**config.mk**
```make
export PLATFORM = sky130hd
export DESIGN_NAME = counter_sequencer
export DESIGN_NICKNAME = d
export VERILOG_FILES = /design/src/rtl/counter_seq_pkg.sv /design/src/rtl/sync_counter_core.sv /design/src/rtl/counter_sequencer.sv
export SDC_FILE = /design/constraint.sdc
export NUM_CORES = 1
export LEC_CHECK = 0
export ABC_AREA = 1
export CORE_ASPECT_RATIO = 0.5
export CORE_MARGIN = 4
export CORE_UTILIZATION = 25
export DETAILED_ROUTE_END_ITERATION = 7
export DONT_BUFFER_PORTS = 1
export GPL_ROUTABILITY_DRIVEN = 0
export PLACE_DENSITY_LB_ADDON = 0.15
export SLEW_MARGIN = 20
export SYNTH_ARGS = -nofsm -noshare
export SYNTH_HDL_FRONTEND = slang
export SYNTH_SLANG_ARGS = --single-unit
```
**constraint.sdc**
```tcl
create_clock -name clk -period 2.7 [get_ports clk]
set_input_delay 0.81 -clock clk [delete_from_list [all_inputs] [get_ports clk]]
set_output_delay 0.81 -clock clk [all_outputs]
set_load 0.01 [all_outputs]
```
**src/rtl/counter_seq_pkg.sv**
```systemverilog
// Shared types and default sizing for the counter sequencer slice.
package counter_seq_pkg;
  localparam int unsigned DEF_WIDTH = 4;
  localparam int unsigned DEF_REP_W = 4;

  typedef enum logic [1:0] {
    ST_IDLE,
    ST_LOAD,
    ST_RUN,
    ST_DONE
  } state_t;
endpackage

```
**src/rtl/sync_counter_core.sv**
```systemverilog
// Synchronous up-counter register; load has priority over enable.
module sync_counter_core #(
  parameter int unsigned WIDTH = 4
) (
  input  logic             clk,
  input  logic             reset,
  input  logic             en,
  input  logic             load,
  input  logic [WIDTH-1:0] d,
  output logic [WIDTH-1:0] q
);
  logic [WIDTH-1:0] r_q;

  always_ff @(posedge clk) begin
    if (reset)     r_q <= '0;
    else if (load) r_q <= d;
    else if (en)   r_q <= r_q + 1'b1;
  end

  assign q = r_q;
endmodule

```
**src/rtl/counter_sequencer.sv**
```systemverilog
// Command-driven sequencer: owns the FSM and latched command, steers the counter core.
module counter_sequencer
  import counter_seq_pkg::*;
#(
  parameter int unsigned WIDTH = DEF_WIDTH,
  parameter int unsigned REP_W = DEF_REP_W
) (
  input  logic             clk,
  input  logic             reset,
  input  logic             cmd_valid,
  output logic             cmd_ready,
  input  logic [WIDTH-1:0] cmd_lo,
  input  logic [WIDTH-1:0] cmd_hi,
  input  logic [REP_W-1:0] cmd_reps,
  input  logic             cmd_auto,
  input  logic             abort,
  output logic [WIDTH-1:0] q,
  output logic             busy,
  output logic             wrap,
  output logic             done,
  output logic             err
);
  state_t           r_state;
  logic [WIDTH-1:0] r_lo;
  logic [WIDTH-1:0] r_hi;
  logic [REP_W-1:0] r_reps_left;
  logic             r_auto;
  logic             r_err;

  logic             w_at_hi;
  logic             w_en;
  logic             w_load;
  logic             w_in_run;

  assign w_in_run = (r_state == ST_RUN);
  assign w_at_hi  = (q == r_hi);

  // Abort freezes q: neither load nor count in the aborting cycle.
  assign w_en   = w_in_run && !w_at_hi && !abort;
  assign w_load = ((r_state == ST_LOAD) && !abort) ||
                  (w_in_run && w_at_hi && !abort && (r_auto || (r_reps_left != '0)));

  always_ff @(posedge clk) begin
    if (reset) begin
      r_state     <= ST_IDLE;
      r_lo        <= '0;
      r_hi        <= '0;
      r_reps_left <= '0;
      r_auto      <= 1'b0;
      r_err       <= 1'b0;
    end else begin
      r_err <= 1'b0;
      case (r_state)
        ST_IDLE: begin
          if (cmd_valid) begin
            if (cmd_lo <= cmd_hi) begin
              r_lo        <= cmd_lo;
              r_hi        <= cmd_hi;
              r_reps_left <= cmd_reps;
              r_auto      <= cmd_auto;
              r_state     <= ST_LOAD;
            end else begin
              r_err <= 1'b1;
            end
          end
        end
        ST_LOAD: r_state <= abort ? ST_IDLE : ST_RUN;
        ST_RUN: begin
          if (abort) begin
            r_state <= ST_IDLE;
          end else if (w_at_hi && !r_auto) begin
            if (r_reps_left != '0) r_reps_left <= r_reps_left - 1'b1;
            else                   r_state     <= ST_DONE;
          end
        end
        ST_DONE: r_state <= ST_IDLE;
        default: r_state <= ST_IDLE;
      endcase
    end
  end

  sync_counter_core #(.WIDTH(WIDTH)) u_core (
    .clk   (clk),
    .reset (reset),
    .en    (w_en),
    .load  (w_load),
    .d     (r_lo),
    .q     (q)
  );

  assign cmd_ready = (r_state == ST_IDLE);
  assign busy      = (r_state == ST_LOAD) || w_in_run;
  assign wrap      = w_in_run && w_at_hi;
  assign done      = (r_state == ST_DONE);
  assign err       = r_err;
endmodule
```
==> results of run 1 <==
## per-stage QoR
step	cells	cell area, sq um	total power [uW]
global placement	261	1386	716.4
floorplan	192	1301	647.0
detailed placement	261	1386	716.9
global route	265	1458	1105
finish	265	1458	1022
CTS	265	1458	1037
## cell usage after synthesis
cell and n:
sky130_fd_sc_hd__nand3b_1 1, sky130_fd_sc_hd__buf_2 2, sky130_fd_sc_hd__or2_2 1, sky130_fd_sc_hd__inv_2 4, sky130_fd_sc_hd__nand4_2 2, sky130_fd_sc_hd__dfxtp_1 20, sky130_fd_sc_hd__nor2_1 17, sky130_fd_sc_hd__ha_1 10
sky130_fd_sc_hd__inv_1 28, sky130_fd_sc_hd__o21ai_0 14, sky130_fd_sc_hd__nor2_8 1, sky130_fd_sc_hd__nand3_1 16, sky130_fd_sc_hd__nand2_2 5, sky130_fd_sc_hd__nor3_1 1, sky130_fd_sc_hd__a31oi_1 1, sky130_fd_sc_hd__nor2_4 2
sky130_fd_sc_hd__nand2_4 2, sky130_fd_sc_hd__o21bai_1 1, sky130_fd_sc_hd__xor2_1 2, sky130_fd_sc_hd__nand2_1 46, sky130_fd_sc_hd__nand3b_2 1, sky130_fd_sc_hd__nor4_1 1, sky130_fd_sc_hd__a21oi_1 14
## power by group
part / internal [uW] / switching [uW]
clock: 198 / 113
combinational: 120 / 209
sequential: 340 / 41.5
total: 659 / 363
## placed cells by master, fill, tap and decap left out
| master | n |
|---|---|
| sky130_fd_sc_hd__ha_1 | 10 |
| sky130_fd_sc_hd__nand2_4 | 2 |
| sky130_fd_sc_hd__or2_2 | 1 |
| sky130_fd_sc_hd__nor2_8 | 1 |
| sky130_fd_sc_hd__a31oi_1 | 1 |
| sky130_fd_sc_hd__nor4_1 | 1 |
| sky130_fd_sc_hd__dfxtp_1 | 20 |
| sky130_fd_sc_hd__bufinv_16 | 1 |
| sky130_fd_sc_hd__nand4_2 | 2 |
| sky130_fd_sc_hd__nor2_4 | 2 |
| sky130_fd_sc_hd__o21ai_0 | 14 |
| sky130_fd_sc_hd__clkbuf_8 | 3 |
| sky130_fd_sc_hd__nor2_1 | 17 |
| sky130_fd_sc_hd__nor3_1 | 1 |
| sky130_fd_sc_hd__nand3b_1 | 1 |
| sky130_fd_sc_hd__buf_4 | 1 |
| sky130_fd_sc_hd__nand2_2 | 5 |
| sky130_fd_sc_hd__xor2_1 | 2 |
| sky130_fd_sc_hd__nand2_1 | 46 |
| sky130_fd_sc_hd__inv_1 | 28 |
| sky130_fd_sc_hd__inv_2 | 4 |
| sky130_fd_sc_hd__a21oi_1 | 14 |
| sky130_fd_sc_hd__nand3_1 | 16 |
| sky130_fd_sc_hd__nand3b_2 | 1 |
| sky130_fd_sc_hd__o21bai_1 | 1 |
## flip-flops by register name, indices dropped and copies added, names as in the netlist
name / count
r_reps_left: 4
u_core.q: 4
r_hi: 4
r_auto: 1
r_state: 2
r_lo: 4
err: 1
## tightest hold or removal path: stages (launching register included)
cell and delay, ns:
sky130_fd_sc_hd__dfxtp_1 0.32, sky130_fd_sc_hd__inv_1 0.07, sky130_fd_sc_hd__a21oi_1 0.06
## cell families (layout without fill, tap and decap cells)
logic type / count (synthesis) / in the layout / share of synthesized area
and+or+nand+nor: 96 / 96 / 0.3644
buffers and inverters: 34 / 37 / 0.1000
AOI/OAI and AO/OA: 30 / 30 / 0.1183
DFF: 20 / 20 / 0.3077
adders and majority gates: 10 / 10 / 0.09615
xor gates and xnor gates: 2 / 2 / 0.01346
## layer usage
layer,wire length [um],part of all wire,up-vias
li1,-,-,616
met1,1600,0.49,541
met2,1503,0.46,16
met3,121,0.037,4
met4,20,0.0062,0
met5,0,0,-
## cell type report
| class | instances | area [sq um] | share of cell area |
|---|---|---|---|
| Clock inverter | 1 | 30.03 | 0.02060 |
| Sequential cell | 20 | 400.4 | 0.2747 |
| Timing Repair Buffer | 1 | 7.507 | 0.005150 |
| Clock buffer | 3 | 41.29 | 0.02833 |
| Multi-Input combinational cell | 138 | 770.7 | 0.5288 |
| Inverter | 32 | 120.1 | 0.08240 |
| Tap cell | 70 | 87.58 | 0.06009 |
## how the worst max path moves through the flow
stage	from	end	slack [ns]	cells past startpoint
after global placement	cmd_hi[3]	r_hi[2]	0.44	7
after floorplan	cmd_hi[1]	r_reps_left[1]	0.75	13
after global routing	u_core.q[0]	wrap	0.35	6
final	u_core.q[1]	wrap	0.50	6
after detailed placement	cmd_hi[3]	r_hi[1]	0.38	7
after CTS	u_core.q[1]	wrap	0.45	6
==> flow_metrics.env, run 1 <==
export IMPL_outcome="finished, final reports clean"
export IMPL_initialDrtViolationCount=70
export IMPL_worstHoldPathCells=2
export IMPL_final_hold_viol_count=0
export IMPL_die_width_um=110.0
export IMPL_postSynthCellCount=192
export IMPL_cellLeakagePower_uw=0.0007585
export IMPL_worst_hold_path_type="reg2reg"
export IMPL_clkLatencyLatePin_ns=0.27
export IMPL_reg2reg_slack_ns=1.03
export IMPL_route_final_wire_length_um=3246
export IMPL_worstRegToRegCells=6
export IMPL_clock_tree_root_cell="sky130_fd_sc_hd__clkbuf_8"
export IMPL_number_of_drc_violations_after_detailed_routing=0
export IMPL_final_layout_setup_total_negative_slack_ns=0
export IMPL_r2r_start="r_state[0]"
export IMPL_slew_hr=0.5609
export IMPL_worst_hold_startpoint="r_auto"
export IMPL_final_design_utilization=0.2929
export IMPL_critPathSlowestCell="sky130_fd_sc_hd__dfxtp_1"
export IMPL_cts_htree_levels=1
export IMPL_skew_ns=0.003868
export IMPL_gr_total_overflow=0
export IMPL_maxCapViolations=0
export IMPL_worst_slew_pin_transition_ns=0.6586
export IMPL_synth_cell_type_count=23
export IMPL_n_diodes=0
export IMPL_clkSlewWorstSetupHoldPaths_ns=0.08
export IMPL_setup_ws_ns=0.5000
export IMPL_endpoint_kind="output port"
export IMPL_initial_antenna_violation_count=0
export IMPL_cp_arrival_ns=1.39
export IMPL_chipHeight_um=59.02
export IMPL_critical_path_n_buffers_inverters=1
export IMPL_critical_path_class="reg2out"
export IMPL_fillCellCount=545
export IMPL_cts_repair_resize_count=0
export IMPL_timing_critical_path_required_ns=1.89
export IMPL_grt_setup_unrepaired="no"
export IMPL_clock_sink_count=20
export IMPL_mappedNetlistArea_sq_um=1301
export IMPL_type_of_element_launching_the_critical_path="register"
export IMPL_core_area_sq_um=4977
export IMPL_critical_path_max_stage_delay_ns=0.47
export IMPL_cp_top_family="simple AND/OR/NAND/NOR gates"
export IMPL_area_growth_synth_to_final_pct=12.02
export IMPL_globalRouteTotalUtil=0.1110
export IMPL_fmaxAchievable_ghz=0.4546
export IMPL_finalNetCount=223
export IMPL_netlist_top_cell_by_area="sky130_fd_sc_hd__dfxtp_1"
export IMPL_vdd_drop_max_mv=0.3102
export IMPL_hold_buffers=0
export IMPL_global_route_met3_utilization=0.03700
export IMPL_initial_core_utilization=0.2614
export IMPL_slew_viol_final=0
export IMPL_cellPowerDensity_nw_per_um2=700.9
export IMPL_fin_crit_ns=2.200
export IMPL_clock_tree_from_tritoncts="built"
export IMPL_ys_seq_elements=20
export IMPL_ctsLongestPathBuffers=2
export IMPL_grt_use_met2=0.1897
export IMPL_r2r_end="r_hi[1]"
export IMPL_numCtsBuffers=3
export IMPL_grt_most_used_layer="met2"
export IMPL_worst_hold_path_endpoint="r_auto"
export IMPL_placement_io_buffers=0
export IMPL_syn_num_nets=219
export IMPL_preCtsSetupSlack_ns=0.3764
export IMPL_fin_hold_ws_ns=0.4807
export IMPL_synthesis_area_per_instance_sq_um=6.777
export IMPL_critPathMostFrequentCell="sky130_fd_sc_hd__nand2_1"
export IMPL_yosys_area_top_type_share=0.3077
export IMPL_first_pass_grt_wire_length_um=5589
export IMPL_dpl_hpwl_um=2485
export IMPL_dr_total_vias=1177
export IMPL_placementRows=18
export IMPL_cts_post_setup_buffers_inserted=0
export IMPL_design_die_area_sq_um=6493
export IMPL_yosys_top_cells_area="sky130_fd_sc_hd__dfxtp_1, sky130_fd_sc_hd__nand2_1, sky130_fd_sc_hd__ha_1"
export IMPL_grt_pass1_vias=1142
export IMPL_share_of_cells_above_drive_strength_1=0.1179
export IMPL_synth_yosys_seq_area_share=0.3077
export IMPL_first_pass_iters=4
export IMPL_grt_met1_usage=0.1403
export IMPL_ios=26
export IMPL_viasPerCell=4.442
export IMPL_synth_yosys_warnings=0
export IMPL_timing_final_setup_violations=0
export IMPL_timing_critical_path_cells="inv_2, nand2_1, nand2_1, nor2_4, nand2_1, nor2_1"
export IMPL_wl_per_cell_um=12.25
export IMPL_drt_antenna_violating_nets=0
export IMPL_min_period_over_period=0.8148
export IMPL_grt_start_max_net_pins=19
export IMPL_crit_fanout=5
Power figures use the tool's default switching activity.
==> run 2: changes to the inputs <==
==> constraint.sdc (replaced) <==
create_clock -name clk -period 2.15 [get_ports clk]
set_input_delay 0.645 -clock clk [delete_from_list [all_inputs] [get_ports clk]]
set_output_delay 0.645 -clock clk [all_outputs]
set_load 0.01 [all_outputs]
==> run 2 against run 1 <==
Against the previous run:
- global-route usage shrank 0.29 points
- core utilization fell by 0.28 points
- sequential share of layout area is 0.44 points higher
- via count decreased by 0.76%
- clock skew up 0.0018 ns
- clock-buffer cell count up 1
- power grew 17%
- routed wire length is 1.3% lower
- critical path type unchanged
- largest cell class unchanged
- highest routed layer unchanged
==> flow_metrics.env, run 2 (synthesized netlist as in run 1, its figures left out) <==
export IMPL_outcome="finished, final reports clean"
export IMPL_number_of_drc_violations_after_detailed_routing=0
export IMPL_min_period_over_period=0.9531
export IMPL_cts_htree_levels=1
export IMPL_cellLeakagePower_uw=0.0007524
export IMPL_numCtsBuffers=3
export IMPL_placementRows=18
export IMPL_timing_final_setup_violations=0
export IMPL_fin_hold_ws_ns=0.4318
export IMPL_chipHeight_um=59.02
export IMPL_layout_commonest_cell="sky130_fd_sc_hd__nand2_1"
export IMPL_net_switching_share_of_the_total_power=0.3772
export IMPL_fin_crit_ns=2.049
export IMPL_timing_critical_path_required_ns=1.50
export IMPL_clkSlewWorstSetupHoldPaths_ns=0.08
export IMPL_final_cell_mix="sky130_fd_sc_hd__nand2_1, sky130_fd_sc_hd__inv_1, sky130_fd_sc_hd__dfxtp_1"
export IMPL_fmaxAchievable_ghz=0.4880
export IMPL_fillCellCount=541
export IMPL_critical_path_class="reg2out"
export IMPL_cts_repair_resize_count=0
export IMPL_hold_buffers=0
export IMPL_clock_sink_count=20
export IMPL_slew_viol_final=0
export IMPL_viasPerCell=4.408
export IMPL_route_final_wire_length_um=3204
export IMPL_critPathSlowestCell="sky130_fd_sc_hd__dfxtp_1"
export IMPL_design_die_area_sq_um=6493
export IMPL_grt_pass1_vias=1092
export IMPL_drt_antenna_violating_nets=0
export IMPL_area_growth_synth_to_final_pct=10.96
export IMPL_cp_arrival_ns=1.40
export IMPL_dpl_hpwl_um=2487
export IMPL_wl_per_cell_um=12.09
export IMPL_first_pass_grt_wire_length_um=5451
export IMPL_worst_slew_pin_transition_ns=0.6758
export IMPL_share_of_cells_above_drive_strength_1=0.1282
export IMPL_dr_total_vias=1168
export IMPL_timing_critical_path_cells="inv_2, nand2_1, nand2_1, nor2_4, nand2_1, nor2_1"
export IMPL_crit_fanout=5
export IMPL_clkLatencyLatePin_ns=0.27
export IMPL_initialDrtViolationCount=85
export IMPL_grt_start_max_net_pins=19
export IMPL_worst_hold_path_type="in2reg"
export IMPL_pwr_share_clk=0.255
export IMPL_critPathMostFrequentCell="sky130_fd_sc_hd__nand2_1"
export IMPL_maxCapViolations=0
export IMPL_cellPowerDensity_nw_per_um2=825.3
export IMPL_skew_ns=0.005693
export IMPL_cts_post_setup_buffers_inserted=0
export IMPL_final_layout_setup_total_negative_slack_ns=0
export IMPL_final_hold_viol_count=0
export IMPL_finalNetCount=223
export IMPL_seq_power_share=0.404
export IMPL_vdd_drop_max_mv=0.2245
export IMPL_critical_path_max_stage_delay_ns=0.47
export IMPL_die_width_um=110.0
export IMPL_grt_setup_unrepaired="no"
export IMPL_clock_tree_root_cell="sky130_fd_sc_hd__clkbuf_8"
export IMPL_placement_io_buffers=0
export IMPL_globalRouteTotalUtil=0.1081
export IMPL_type_of_element_launching_the_critical_path="register"
export IMPL_cp_top_family="simple AND/OR/NAND/NOR gates"
export IMPL_first_pass_iters=5
export IMPL_slew_hr=0.5495
export IMPL_gr_total_overflow=0
export IMPL_ctsLongestPathBuffers=2
export IMPL_switchingPower_uw=449.5
export IMPL_clock_tree_from_tritoncts="built"
export IMPL_core_area_sq_um=4977
export IMPL_critical_path_n_buffers_inverters=1
export IMPL_initial_core_utilization=0.2614
export IMPL_initial_antenna_violation_count=0
export IMPL_n_diodes=0
export IMPL_internal_power_uw=742.1
export IMPL_ios=26
export IMPL_fraction_of_power_consumed_by_combinational_cells=0.341
export IMPL_endpoint_kind="output port"
## run 2: cell count changes in the layout (fill, tap and decap cells not counted)
cell                        previous run  this run
sky130_fd_sc_hd__dfxtp_1              20        18
sky130_fd_sc_hd__clkbuf_8              3         4
sky130_fd_sc_hd__dfxtp_2               0         2
sky130_fd_sc_hd__bufinv_16             1         0
## run 2: cell type report
class	instances	area, sq um	share of cell area
clock buffer	4	55.05	0.03813
inverter	32	120.1	0.08319
multi-input combinational	138	770.7	0.5338
sequential	20	402.9	0.2790
tap	70	87.58	0.06066
timing repair buffer	1	7.507	0.005199
## run 2: metrics by stage
step           power [uW]  cells  instance area, sq um  setup slack (ns)  utilization
2_1_floorplan       812.5    192                  1301            0.3634            -
4_1_cts              1209    265                  1441           0.06558       0.2896
5_1_grt              1293    265                  1444          0.008620       0.2901
3_5_place_dp        900.7    261                  1386          0.004968       0.2785
3_3_place_gp        899.7    261                  1386           0.05463       0.2785
6_report             1192    265                  1444            0.1008       0.2901
## run 2: per-layer routing
metal | vias to the layer above | global-route usage | routed length, um
li1 | 616 | - | -
met1 | 535 | 0.1486 | 1630
met2 | 15 | 0.1681 | 1427
met3 | 2 | 0.03047 | 118
met4 | 0 | 0.02664 | 27
met5 | - | 0 | 0
## run 2: power by group through the flow
| stage | registers [uW] | clock network [uW] | logic, uW |
|---|---|---|---|
| 3_5_place_dp | 490 | 0 | 410 |
| 4_1_cts | 482 | 314 | 414 |
| 3_3_place_gp | 491 | 0 | 409 |
| 5_1_grt | 490 | 327 | 476 |
| 6_report | 482 | 304 | 406 |
| 2_1_floorplan | 475 | 0 | 338 |
## run 2: worst register-to-register path: stages (launching register included)
cell	delay (ns)
sky130_fd_sc_hd__dfxtp_1	0.33
sky130_fd_sc_hd__inv_1	0.10
sky130_fd_sc_hd__ha_1	0.19
sky130_fd_sc_hd__nand2_1	0.11
sky130_fd_sc_hd__a21oi_1	0.55
sky130_fd_sc_hd__o21ai_0	0.17
sky130_fd_sc_hd__a21oi_1	0.14
## run 2: final timing paths
path                 to  slack (ns)  cells past startpoint   startpoint
min          r_state[1]        0.43                      1        reset
min reg2reg      r_auto        0.48                      2       r_auto
max                wrap        0.10                      6  u_core.q[1]
max reg2reg     r_lo[0]        0.49                      6   r_state[0]
==> run 3: changes to the inputs <==
--- a/config.mk
+++ b/config.mk
@@ -6,7 +6,7 @@
 export NUM_CORES = 1
 export LEC_CHECK = 0
 export ABC_AREA = 1
-export CORE_ASPECT_RATIO = 0.5
+export CORE_ASPECT_RATIO = 0.6
 export CORE_MARGIN = 4
 export CORE_UTILIZATION = 25
 export DETAILED_ROUTE_END_ITERATION = 7
==> run 3 against run 2 <==
Against the previous run:
- worst setup slack improved by 0.071 ns
- global-route usage barely moved
- worst hold slack improved by 0.017 ns
- final cell count down 0.75%
- register-to-register slack better by 0.03 ns
- sequential cell count unchanged
- critical endpoint unchanged
==> flow_metrics.env, run 3 (synthesized netlist as in run 1, its figures left out) <==
export IMPL_endpoint_kind="output port"
export IMPL_skew_ns=0.003737
export IMPL_clkSlewWorstSetupHoldPaths_ns=0.08
export IMPL_area_growth_synth_to_final_pct=12.88
export IMPL_drt_antenna_violating_nets=0
export IMPL_r2r_end="u_core.q[2]"
export IMPL_final_layout_setup_total_negative_slack_ns=0
export IMPL_critical_path_class="reg2out"
export IMPL_initial_core_utilization=0.2574
export IMPL_route_layer_met1_wl_um=1927
export IMPL_dpl_hpwl_um=2522
export IMPL_worstRegToRegCells=10
export IMPL_numCtsBuffers=3
export IMPL_first_pass_iters=5
export IMPL_chipHeight_um=63.89
export IMPL_globalRouteTotalUtil=0.1080
export IMPL_setup_ws_ns=0.1716
export IMPL_timing_final_setup_violations=0
export IMPL_pwr_share_clk=0.303
export IMPL_preCtsSetupSlack_ns=0.1610
export IMPL_cellLeakagePower_uw=0.0007703
export IMPL_die_width_um=101.1
export IMPL_finalInstanceArea_sq_um=1469
export IMPL_clock_sink_count=20
export IMPL_cts_post_setup_buffers_inserted=0
export IMPL_final_cell_mix="sky130_fd_sc_hd__nand2_1, sky130_fd_sc_hd__inv_1, sky130_fd_sc_hd__dfxtp_1"
export IMPL_cellPowerDensity_nw_per_um2=871.5
export IMPL_wl_met2_um=1090
export IMPL_timing_critical_path_cells="inv_1, nand2_1, nand2_1, nor2_4, nand2_1, nor2_1"
export IMPL_crit_fanout=4
export IMPL_timing_critical_path_required_ns=1.50
export IMPL_grt_pass1_vias=1033
export IMPL_fmaxAchievable_ghz=0.5055
export IMPL_maxCapViolations=0
export IMPL_ios=26
export IMPL_route_final_wire_length_um=3228
export IMPL_share_of_cells_above_drive_strength_1=0.1320
export IMPL_placementRows=20
export IMPL_ctsLongestPathBuffers=2
export IMPL_critPathSlowestCell="sky130_fd_sc_hd__dfxtp_1"
export IMPL_initialDrtViolationCount=61
export IMPL_first_pass_grt_wire_length_um=5388
export IMPL_seq_power_share=0.372
export IMPL_worst_hold_path_type="in2reg"
export IMPL_outcome="finished, final reports clean"
export IMPL_min_period_over_period=0.9202
export IMPL_slew_viol_final=0
export IMPL_topRoutingLayerUsed="met4"
export IMPL_grt_setup_unrepaired="no"
export IMPL_final_design_utilization=0.2906
export IMPL_r2r_start="r_state[0]"
export IMPL_cts_htree_levels=1
export IMPL_fraction_of_power_consumed_by_combinational_cells=0.325
export IMPL_n_diodes=0
export IMPL_critPathMostFrequentCell="sky130_fd_sc_hd__nand2_1"
export IMPL_clkLatencyLatePin_ns=0.26
export IMPL_reg2reg_slack_ns=0.52
export IMPL_met3_wire_len_um=181
export IMPL_viasPerCell=4.285
export IMPL_type_of_element_launching_the_critical_path="register"
export IMPL_vdd_drop_max_mv=0.2811
export IMPL_placed_cell_area_sq_um=1396
export IMPL_initial_antenna_violation_count=0
export IMPL_net_switching_share_of_the_total_power=0.3502
export IMPL_fin_crit_ns=1.978
export IMPL_wl_per_cell_um=12.27
export IMPL_internal_power_uw=831.8
export IMPL_gr_total_overflow=0
export IMPL_placement_io_buffers=0
export IMPL_clock_tree_from_tritoncts="built"
export IMPL_core_area_sq_um=5055
export IMPL_layout_commonest_cell="sky130_fd_sc_hd__nand2_1"
export IMPL_slew_hr=0.6319
export IMPL_final_hold_viol_count=0
export IMPL_worstHoldPathCells=1
export IMPL_worst_slew_pin_transition_ns=0.5515
export IMPL_worst_hold_path_endpoint="r_state[1]"
export IMPL_finalNetCount=225
export IMPL_number_of_drc_violations_after_detailed_routing=0
export IMPL_critical_path_max_stage_delay_ns=0.40
export IMPL_switchingPower_uw=448.3
export IMPL_grt_start_max_net_pins=19
export IMPL_dr_total_vias=1127
export IMPL_cp_arrival_ns=1.33
export IMPL_design_die_area_sq_um=6461
export IMPL_worst_hold_startpoint="reset"
export IMPL_p_total_uw=1280
export IMPL_clock_tree_root_cell="sky130_fd_sc_hd__clkbuf_8"
## run 3: cell types whose count changed in the layout (fill, tap and decap cells not counted), sizes merged
| cell | before | now |
|---|---|---|
| buf | 1 | 3 |
| bufinv | 0 | 1 |
| clkbuf | 4 | 3 |
## run 3: through the flow
stage               hold slack, ns  std cells
detailed placement          0.4728        259
global placement            0.4699        259
CTS                         0.4328        263
finish                      0.4486        263
global route                0.4285        263
floorplan                   0.4435        192
## run 3: cell type report
type                    count  area, sq um
well taps                  66        82.58
multi-input cells         138        770.7
repair buffers              3        22.52
fillers                   593         3586
flip-flops and latches     20        401.6
inverters                  32        120.1
clock buffers               3        41.29
clock inverters             1        30.03
## run 3: power groups by stage
stage / sequential (uW) / combinational [uW] / clock (uW)
global placement: 488 / 423 / 0
global route: 485 / 487 / 419
finish: 477 / 416 / 387
CTS: 477 / 422 / 406
detailed placement: 485 / 419 / 0
floorplan: 475 / 338 / 0
## run 3: worst max-delay path by stage
stage | to | slack (ns) | cells past startpoint | start
after floorplan | r_reps_left[1] | 0.36 | 13 | cmd_hi[1]
after global placement | r_hi[0] | 0.12 | 8 | cmd_hi[3]
after detailed placement | r_hi[0] | 0.16 | 8 | cmd_hi[3]
after CTS | wrap | 0.07 | 6 | u_core.q[1]
after global routing | wrap | 0.03 | 4 | r_state[0]
final | wrap | 0.17 | 6 | u_core.q[3]
## run 3: worst max-delay path, delay by kind of cell, from the launching register on
family                 cells  cell delay (ns)
flip-flops                 1             0.40
AND/OR/NAND/NOR            5             0.56
buffers and inverters      1             0.10
## run 3: what timing repair did
action / CTS / global route
hold buffers: 0 / 0
gates resized for setup: 0 / 1
endpoints found under the setup margin: 0 / 1
## run 3: layer usage
metal  global-route usage  vias to the layer above
li1                     -                      621
met1               0.1732                      480
met2               0.1254                       24
met3              0.04471                        2
met4              0.02488                        0
met5                    0                        -
